## config.mk

```make
export PLATFORM = sky130hd
export DESIGN_NAME = calc_key_sequencer
export DESIGN_NICKNAME = d
export VERILOG_FILES = /design/src/rtl/calc_key_sequencer.sv
export SDC_FILE = /design/constraint.sdc
export NUM_CORES = 1
export LEC_CHECK = 0
export CAP_MARGIN = 20
export CORE_ASPECT_RATIO = 0.75
export CORE_MARGIN = 2
export CORE_UTILIZATION = 51
export DETAILED_ROUTE_END_ITERATION = 10
export PLACE_DENSITY = 0.68
export SKIP_LAST_GASP = 1
export SLEW_MARGIN = 5
export SYNTH_ARGS = -nofsm -noshare
export SYNTH_HDL_FRONTEND = slang
export SYNTH_SLANG_ARGS = --single-unit
```

## constraint.sdc

```tcl
create_clock -name clk -period 9.94 [get_ports clk]
set_clock_uncertainty 0.05 [all_clocks]
set_input_delay 2.485 -clock clk [delete_from_list [all_inputs] [get_ports clk]]
set_output_delay 2.485 -clock clk [all_outputs]
set_load 0.05 [all_outputs]
```

## src/rtl/calc_key_sequencer.sv

```systemverilog
`default_nettype none
// ============================================================================
// calc_key_sequencer : keypad-driven add/sub calculator streaming its decimal
//                      result as ASCII to a UART transmitter.
// Revision 1.0
// ============================================================================
module calc_key_sequencer #(
  parameter int DIGITS = 4,
  parameter int W      = 16
) (
  input  logic         clk,
  input  logic         rst,
  input  logic         key_valid,
  input  logic [3:0]   key_code,
  output logic [7:0]   tx_data,
  output logic         tx_valid,
  input  logic         tx_ready,
  output logic         busy,
  output logic [W-1:0] disp_val,
  output logic         ovf
);

  localparam int PW = $clog2(DIGITS + 1);
  localparam int BW = 4 * (DIGITS + 1);
  localparam int CW = $clog2(W);
  localparam logic [PW-1:0] MAX_CNT  = PW'(DIGITS);
  localparam logic [CW-1:0] LAST_BIT = CW'(W - 1);

  typedef enum logic [2:0] {S_A, S_B, S_CALC, S_CONV, S_SEND} state_t;
  typedef enum logic [1:0] {P_SIGN, P_DIG, P_CR, P_LF} phase_t;

  state_t          state_q;
  phase_t          ph_q;
  logic [W-1:0]    a_q, b_q, mag_q, disp_q;
  logic [PW-1:0]   cnt_a_q, cnt_b_q, rem_q;
  logic [CW-1:0]   bit_q;
  logic [BW-1:0]   bcd_q;
  logic [7:0]      tx_data_q;
  logic            op_sub_q, neg_q, tx_valid_q, busy_q, ovf_q;

  logic            key_acc_d, is_digit_d;
  logic [W-1:0]    opnd_d, acc_d;
  logic [BW-1:0]   bcd_adj_d, bcd_d, align_d;
  logic [PW-1:0]   lead_d, shamt_d;

  always_comb begin
    key_acc_d  = key_valid && !busy_q;
    is_digit_d = (key_code <= 4'd9);
    opnd_d     = (state_q == S_B) ? b_q : a_q;
    acc_d      = opnd_d * W'(10) + W'(key_code);

    // One double-dabble step: add 3 to every digit >= 5, then shift in next bit.
    bcd_adj_d = bcd_q;
    for (int i = 0; i <= DIGITS; i++) begin
      if (bcd_q[4*i +: 4] >= 4'd5) bcd_adj_d[4*i +: 4] = bcd_q[4*i +: 4] + 4'd3;
    end
    bcd_d = BW'({bcd_adj_d, mag_q[W-1]});

    lead_d = '0;
    for (int i = 0; i <= DIGITS; i++) begin
      if (bcd_d[4*i +: 4] != 4'd0) lead_d = PW'(i);
    end
    // Left-align the most significant non-zero digit so sending reads the top nibble.
    shamt_d = MAX_CNT - lead_d;
    align_d = bcd_d << (4 * shamt_d);
  end

  always_ff @(posedge clk or posedge rst) begin
    if (rst) begin
      state_q    <= S_A;
      ph_q       <= P_SIGN;
      a_q        <= '0;
      b_q        <= '0;
      mag_q      <= '0;
      disp_q     <= '0;
      cnt_a_q    <= '0;
      cnt_b_q    <= '0;
      rem_q      <= '0;
      bit_q      <= '0;
      bcd_q      <= '0;
      tx_data_q  <= '0;
      op_sub_q   <= 1'b0;
      neg_q      <= 1'b0;
      tx_valid_q <= 1'b0;
      busy_q     <= 1'b0;
      ovf_q      <= 1'b0;
    end else begin
      case (state_q)
        S_A, S_B: begin
          if (key_acc_d) begin
            if (is_digit_d) begin
              if (state_q == S_A) begin
                if (cnt_a_q < MAX_CNT) begin
                  a_q     <= acc_d;
                  disp_q  <= acc_d;
                  cnt_a_q <= cnt_a_q + 1'b1;
                end else begin
                  ovf_q <= 1'b1;
                end
              end else begin
                if (cnt_b_q < MAX_CNT) begin
                  b_q     <= acc_d;
                  disp_q  <= acc_d;
                  cnt_b_q <= cnt_b_q + 1'b1;
                end else begin
                  ovf_q <= 1'b1;
                end
              end
            end else begin
              case (key_code)
                4'd10, 4'd11: begin
                  if (state_q == S_A) begin
                    op_sub_q <= key_code[0];
                    b_q      <= '0;
                    cnt_b_q  <= '0;
                    disp_q   <= '0;
                    state_q  <= S_B;
                  end else if (cnt_b_q == '0) begin
                    op_sub_q <= key_code[0];
                  end
                end
                4'd12: begin
                  a_q      <= '0;
                  b_q      <= '0;
                  cnt_a_q  <= '0;
                  cnt_b_q  <= '0;
                  op_sub_q <= 1'b0;
                  ovf_q    <= 1'b0;
                  disp_q   <= '0;
                  state_q  <= S_A;
                end
                4'd13: begin
                  if (state_q == S_A) begin
                    b_q      <= '0;
                    op_sub_q <= 1'b0;
                  end
                  busy_q  <= 1'b1;
                  state_q <= S_CALC;
                end
                default: ;
              endcase
            end
          end
        end

        S_CALC: begin
          if (op_sub_q && (a_q < b_q)) begin
            neg_q <= 1'b1;
            mag_q <= b_q - a_q;
          end else begin
            neg_q <= 1'b0;
            mag_q <= op_sub_q ? (a_q - b_q) : (a_q + b_q);
          end
          bcd_q   <= '0;
          bit_q   <= '0;
          state_q <= S_CONV;
        end

        S_CONV: begin
          bcd_q <= bcd_d;
          mag_q <= mag_q << 1;
          bit_q <= bit_q + 1'b1;
          if (bit_q == LAST_BIT) begin
            bcd_q      <= align_d;
            rem_q      <= lead_d;
            tx_valid_q <= 1'b1;
            state_q    <= S_SEND;
            if (neg_q) begin
              tx_data_q <= 8'h2D;
              ph_q      <= P_SIGN;
            end else begin
              tx_data_q <= {4'h3, align_d[BW-1 -: 4]};
              ph_q      <= P_DIG;
            end
          end
        end

        S_SEND: begin
          if (tx_ready) begin
            case (ph_q)
              P_SIGN: begin
                tx_data_q <= {4'h3, bcd_q[BW-1 -: 4]};
                ph_q      <= P_DIG;
              end
              P_DIG: begin
                if (rem_q == '0) begin
                  tx_data_q <= 8'h0D;
                  ph_q      <= P_CR;
                end else begin
                  bcd_q     <= bcd_q << 4;
                  tx_data_q <= {4'h3, bcd_q[BW-5 -: 4]};
                  rem_q     <= rem_q - 1'b1;
                end
              end
              P_CR: begin
                tx_data_q <= 8'h0A;
                ph_q      <= P_LF;
              end
              default: begin
                tx_valid_q <= 1'b0;
                busy_q     <= 1'b0;
                a_q        <= '0;
                b_q        <= '0;
                cnt_a_q    <= '0;
                cnt_b_q    <= '0;
                op_sub_q   <= 1'b0;
                ovf_q      <= 1'b0;
                disp_q     <= '0;
                state_q    <= S_A;
              end
            endcase
          end
        end

        default: state_q <= S_A;
      endcase
    end
  end

  assign tx_data  = tx_data_q;
  assign tx_valid = tx_valid_q;
  assign busy     = busy_q;
  assign disp_val = disp_q;
  assign ovf      = ovf_q;

endmodule
`default_nettype wire

```

==> results of run 1 <==
cell usage after synthesis (23+ instances only):
cell type,number,area (um2)
sky130_fd_sc_hd__mux2_2,24,270
sky130_fd_sc_hd__nand2_1,137,514
sky130_fd_sc_hd__dfrtp_1,113,2830
sky130_fd_sc_hd__a21oi_1,99,495
sky130_fd_sc_hd__nor3_1,23,115
sky130_fd_sc_hd__clkbuf_1,50,188
sky130_fd_sc_hd__o21ai_0,95,475
sky130_fd_sc_hd__xnor2_1,30,263
sky130_fd_sc_hd__xor2_1,23,201
sky130_fd_sc_hd__ha_1,86,1080
sky130_fd_sc_hd__nor2_1,79,297
sky130_fd_sc_hd__nand3_1,40,200
sky130_fd_sc_hd__inv_1,84,315
where the power goes:
group | switching, mW | total [mW] | leakage (nW) | internal, mW
combinational | 1.71 | 2.74 | 3.16 | 1.03
sequential | 0.218 | 0.852 | 1.42 | 0.634
clock | 0.243 | 0.597 | 0.268 | 0.354
total | 2.17 | 4.19 | 4.84 | 2.01
cells by family after synthesis:
family	after synthesis	synth area share (%)
muxes	38	4.25
other	1	0.0388
DFF	113	29.3
AOI/OAI and AO/OA	367	24.4
and+or+nand+nor	378	18.8
xor gates and xnor gates	54	4.98
adders and majority gates	91	12.2
buffers and inverters	150	6.09
cell type report:
type / count / share of cell area, %
clock inverter: 13 / 1.18
timing repair buffer: 43 / 3.77
tap: 247 / 2.90
multi-input combinational: 930 / 58.5
clock buffer: 19 / 4.15
inverter: 85 / 3.01
sequential: 113 / 26.5
per-layer routing:
| layer | up-vias | share of wire (%) |
|---|---|---|
| met5 | - | 0 |
| met4 | 0 | 1.1 |
| met3 | 25 | 7.3 |
| met2 | 312 | 39 |
| met1 | 4243 | 53 |
| li1 | 4259 | - |
final timing paths:
path,from,endpoint,slack [ps],cells after the start
setup / recovery,key_code[2],b_q[15],4630,12
hold / removal,mag_q[11],mag_q[11],430,2
setup reg to reg,state_q[2],b_q[15],4930,18
hold reg to reg,mag_q[11],mag_q[11],430,2
max in group asynchronous,rst,mag_q[3],6120,3
min in group asynchronous,rst,ph_q[0],2470,2
critical path, cell delays in order:
cell and delay [ps]:
sky130_fd_sc_hd__clkdlybuf4s50_1 690, sky130_fd_sc_hd__inv_1 150, sky130_fd_sc_hd__fa_1 450, sky130_fd_sc_hd__nor2b_1 190
sky130_fd_sc_hd__o2111ai_1 170, sky130_fd_sc_hd__nor3_1 280, sky130_fd_sc_hd__nand4_1 170, sky130_fd_sc_hd__and3b_1 300
sky130_fd_sc_hd__nand3_1 100, sky130_fd_sc_hd__xnor2_1 160, sky130_fd_sc_hd__xnor2_1 270, sky130_fd_sc_hd__o31ai_1 110
metrics by stage:
stage                     hold WS (ps)  power [mW]  cells
after global placement             409        3.48   1418
final                              427        4.19   1450
after detailed placement           412        3.51   1418
after floorplan                    392        2.86   1193
after global routing               448        4.54   1450
after CTS                          428        4.13   1450
flip-flops by register name, summed over array words and instances (netlist names), 2 cells and up:
signal    count
tx_data       6
bcd_q        20
a_q          16
bit_q         4
disp_val     16
rem_q         3
b_q          16
state_q       3
mag_q        16
ph_q          2
cnt_a_q       3
cnt_b_q       3
==> flow_metrics.env, run 1 <==
export IMPL_nNetsFinal=1289
export IMPL_cp_start_kind="primary input"
export IMPL_synth_avg_cell_area_um2=8.10
export IMPL_cts_inserted_buffers=17
export IMPL_p_per_area_nw_per_um2=392
export IMPL_detailroute_via_count=8839
export IMPL_postSynthRegisterBits=113
export IMPL_ys_seq_area_share_pct=29.3
export IMPL_vias_in_the_first_global_route=8175
export IMPL_final_design_area_no_fill_um2=10700
export IMPL_irDropWorstVdd_mv=0.214
export IMPL_clockRootBuffer="sky130_fd_sc_hd__clkbuf_16"
export IMPL_area_delta_synth_final_pct=10.5
export IMPL_chipWidth_um=163
export IMPL_initial_core_util_pct=52.2
export IMPL_post_cts_buffers=0
export IMPL_post_cts_resized_instances=0
export IMPL_transition_at_the_pin_with_the_smallest_max_transition_slack_ps=929
export IMPL_totalNegativeSetupSlack_ps=0
export IMPL_async_reset_ff_share_pct=100
export IMPL_synth_distinct_cells=86
export IMPL_postSynth_topFlopCell="sky130_fd_sc_hd__dfrtp_1"
export IMPL_rsz0062_at_grt="no"
export IMPL_groute_usage_overall_pct=27.5
export IMPL_report_final_setup_viol=0
export IMPL_design_portCount=35
export IMPL_area_sequential_um2=2830
export IMPL_htreeDepth=4
export IMPL_cts_clk_slew_worst_paths_ps=60
export IMPL_maxCapViolations=0
export IMPL_floorplan_die_height_um=123
export IMPL_grt_max_degree=62
export IMPL_clk_insertion_delay_late_ps=430
export IMPL_dpl_instance_area_um2=10100
export IMPL_port_buffer_count=32
export IMPL_grt_most_used_layer="met1"
export IMPL_arrival_ps=5540
export IMPL_synth_cell_area_um2=9660
export IMPL_leading_cell_type_in_the_layout_fill_and_taps_excluded="sky130_fd_sc_hd__nand2_1"
export IMPL_worst_endpoint_required_ps=10170
export IMPL_finalCriticalPeriod_ps=5310
export IMPL_ys_warnings_count=0
export IMPL_drc_errors=0
export IMPL_vias_per_cell=6.10
export IMPL_drive_above_1_share_pct=7.48
export IMPL_wire_length_of_the_first_global_routing_pass_mm=43.7
export IMPL_firstDrtPassIters=5
export IMPL_area_used_by_multi_input_combinational_logic_um2=6240
export IMPL_worst_setup_path_end_kind="flip-flop"
export IMPL_place_detailed_hpwl_mm=19.3
export IMPL_cts_sink_count=113
export IMPL_rows=43
export IMPL_hold_viol_final=0
export IMPL_mostFrequentLayoutCells="sky130_fd_sc_hd__nand2_1, sky130_fd_sc_hd__dfrtp_1, sky130_fd_sc_hd__a21oi_1"
export IMPL_num_fill_cells=1704
export IMPL_path_max_fanout=11
export IMPL_antenna_fix_cells=0
export IMPL_maximum_achievable_frequency_ghz=0.188
export IMPL_coreArea_um2=18500
export IMPL_grt_met3_usage_pct=4.63
export IMPL_cts_hold_fix_buffers=0
export IMPL_power_leakage_nw=4.84
export IMPL_slew_violations=0
export IMPL_routed_wire_length_per_instance_um=17.9
export IMPL_dp_slack_ps=4210
export IMPL_final_antenna_net_count=0
export IMPL_run_status="complete, no violations"
export IMPL_postRouteWirelength_mm=26.0
export IMPL_grt_antenna_before_repair=0
export IMPL_worst_hold_path_class="flip-flop to flip-flop"
export IMPL_syn_inst=1192
export IMPL_core_occupancy_in_the_finished_layout_pct=57.7
export IMPL_place_gp_congestion=0.930
export IMPL_min_period_over_period_pct=53.4
export IMPL_drt_initial_drc_count=971
export IMPL_use_met1_pct=44.9
export IMPL_slew_headroom_pct=37.9
export IMPL_grtUsageMet2_pct=36.7
export IMPL_area_of_the_die_um2=20100
export IMPL_grt_overflow_total=0
export IMPL_clockBufferDepth=2
export IMPL_synth_edf_count=0
export IMPL_postLayoutSetupSlackWorst_ps=4630
export IMPL_tritoncts="yes"
export IMPL_kind_of_critical_path="primary input to flip-flop"
(Power assumes the default switching activity.)
==> inputs of run 2 (changes only) <==
- clock period: 9.94 -> 4.91 ns (I/O delays scaled with it)
==> run 2 against run 1 <==
Compared with the run above:
- final cell count up 0.55%
- core utilization up 0.78 points
- global-route usage down 0.41 points
- cell area up 1.3%
==> flow_metrics.env, run 2 (synthesis gave the netlist of run 1 again) <==
export IMPL_kind_of_critical_path="flip-flop to flip-flop"
export IMPL_final_design_area_no_fill_um2=10800
export IMPL_place_gp_congestion=0.982
export IMPL_grt_max_degree=58
export IMPL_min_period_over_period_pct=92.8
export IMPL_ff2ff_setup_slack_ps=350
export IMPL_hold_viol_final=0
export IMPL_clk_insertion_delay_late_ps=430
export IMPL_post_cts_buffers=0
export IMPL_drt_initial_drc_count=946
export IMPL_wire_length_of_the_first_global_routing_pass_mm=43.1
export IMPL_grt_overflow_total=0
export IMPL_dpl_instance_area_um2=10200
export IMPL_final_antenna_net_count=0
export IMPL_cts_hold_fix_buffers=0
export IMPL_worst_hold_path_class="flip-flop to flip-flop"
export IMPL_maxCapViolations=0
export IMPL_maximum_achievable_frequency_ghz=0.219
export IMPL_transition_at_the_pin_with_the_smallest_max_transition_slack_ps=1030
export IMPL_coreArea_um2=18500
export IMPL_report_final_setup_viol=0
export IMPL_path_cells="nor2_1 -> buf_4 -> and2_1 -> nor2_1 -> a21oi_1 -> inv_1 -> ha_1 -> ha_1 -> fa_1 -> xor2_1 -> o2111ai_1 -> nor3_1 -> nand4_1 -> and3b_1 -> nand3_1 -> xnor2_1 -> xnor2_1 -> o31ai_1"
export IMPL_vias_per_cell=5.99
export IMPL_nNetsFinal=1297
export IMPL_arrival_ps=4820
export IMPL_routed_wire_length_per_instance_um=17.8
export IMPL_power_leakage_nw=4.93
export IMPL_floorplan_die_height_um=123
export IMPL_cp_start_kind="flip-flop"
export IMPL_drc_errors=0
export IMPL_area_delta_synth_final_pct=12.0
export IMPL_initial_core_util_pct=52.2
export IMPL_top_register="bcd_q"
export IMPL_clockBufferDepth=2
export IMPL_worst_setup_path_end_kind="flip-flop"
export IMPL_detailroute_via_count=8737
export IMPL_grt_antenna_before_repair=0
export IMPL_core_occupancy_in_the_finished_layout_pct=58.5
export IMPL_leading_cell_type_in_the_layout_fill_and_taps_excluded="sky130_fd_sc_hd__nand2_1"
export IMPL_htreeDepth=4
export IMPL_slew_headroom_pct=31.6
export IMPL_rsz0062_at_grt="no"
export IMPL_tritoncts="yes"
export IMPL_worst_endpoint_required_ps=5170
export IMPL_design_portCount=35
export IMPL_slew_violations=0
export IMPL_postRouteWirelength_mm=26.0
export IMPL_largest_register_ff_count=20
export IMPL_run_status="complete, no violations"
export IMPL_p_per_area_nw_per_um2=806
export IMPL_firstDrtPassIters=5
export IMPL_timing_critical_path_slowest_cell_delay_ps=420
export IMPL_cts_clk_slew_worst_paths_ps=60
export IMPL_drive_above_1_share_pct=8.18
export IMPL_groute_usage_overall_pct=27.1
export IMPL_clockRootBuffer="sky130_fd_sc_hd__clkbuf_16"
export IMPL_path_max_fanout=10
export IMPL_totalNegativeSetupSlack_ps=0
export IMPL_rows=43
export IMPL_vias_in_the_first_global_route=8058
export IMPL_port_buffer_count=32
export IMPL_mostFrequentLayoutCells="sky130_fd_sc_hd__nand2_1, sky130_fd_sc_hd__dfrtp_1, sky130_fd_sc_hd__a21oi_1"
export IMPL_antenna_fix_cells=0
export IMPL_finalCriticalPeriod_ps=4560
export IMPL_cts_sink_count=113
export IMPL_chipWidth_um=163
export IMPL_post_cts_resized_instances=0
export IMPL_cts_inserted_buffers=17
export IMPL_irDropWorstVdd_mv=0.403
export IMPL_place_detailed_hpwl_mm=19.2
export IMPL_fin_hold_ws_ps=428
export IMPL_slowest_stage="sky130_fd_sc_hd__fa_1"
export IMPL_area_of_the_die_um2=20100
==> run 2: changes by cell type in the layout (fill, tap and decap cells not counted) <==
cell,delta
sky130_fd_sc_hd__bufinv_16,+3
sky130_fd_sc_hd__inv_6,-3
sky130_fd_sc_hd__clkinv_2,+1
sky130_fd_sc_hd__buf_4,+7
sky130_fd_sc_hd__clkinvlp_4,-3
sky130_fd_sc_hd__clkbuf_1,-1
sky130_fd_sc_hd__buf_12,+1
sky130_fd_sc_hd__inv_8,+1
sky130_fd_sc_hd__clkinv_4,+2
==> run 2: layout make-up <==
type	count	area, um2
clock buffers	18	439
well taps	247	309
flip-flops and latches	113	2830
inverters	85	322
clock inverters	14	201
repair buffers	51	475
fillers	1682	7690
multi-input cells	930	6240
==> run 2: final timing paths <==
check | start | endpoint | cells after the start
hold / removal | mag_q[6] | mag_q[6] | 2
setup / recovery | state_q[2] | a_q[15] | 18
setup reg to reg | state_q[2] | a_q[15] | 18
min in group asynchronous | rst | ph_q[0] | 2
max in group asynchronous | rst | mag_q[7] | 3
hold reg to reg | mag_q[6] | mag_q[6] | 2
==> run 2: per-layer routing <==
layer  wire [um]  track usage [%]  part of all wire (%)  vias to the layer above
li1            -                -                     -                     4273
met1       13900             44.0                    53                     4092
met2        9900             35.8                    38                      337
met3        1890             4.83                   7.3                       35
met4         297             7.13                   1.1                        0
met5           0                0                     0                        -
==> run 2: through the flow <==
stage / setup WS, ps / instances / power, mW
after global routing: 11.8 / 1458 / 9.40
after CTS: 358 / 1458 / 8.59
after global placement: 490 / 1426 / 7.11
after floorplan: 284 / 1193 / 5.80
after detailed placement: 362 / 1426 / 7.17
final: 354 / 1458 / 8.72
==> run 2: worst max-delay path: cells and delay by family, from the launching register on <==
family | cells | cell delay [ps]
AOI/OAI and AO/OA | 3 | 770
adders and majority gates | 3 | 950
DFF | 1 | 380
and+or+nand+nor | 7 | 1380
xor gates and xnor gates | 3 | 650
buffers and inverters | 2 | 240
==> run 2: power by group <==
group	leakage, nW	switching, mW	internal [mW]
sequential	1.42	0.459	1.28
combinational	3.20	3.47	2.13
clock	0.313	0.502	0.871
total	4.93	4.43	4.28
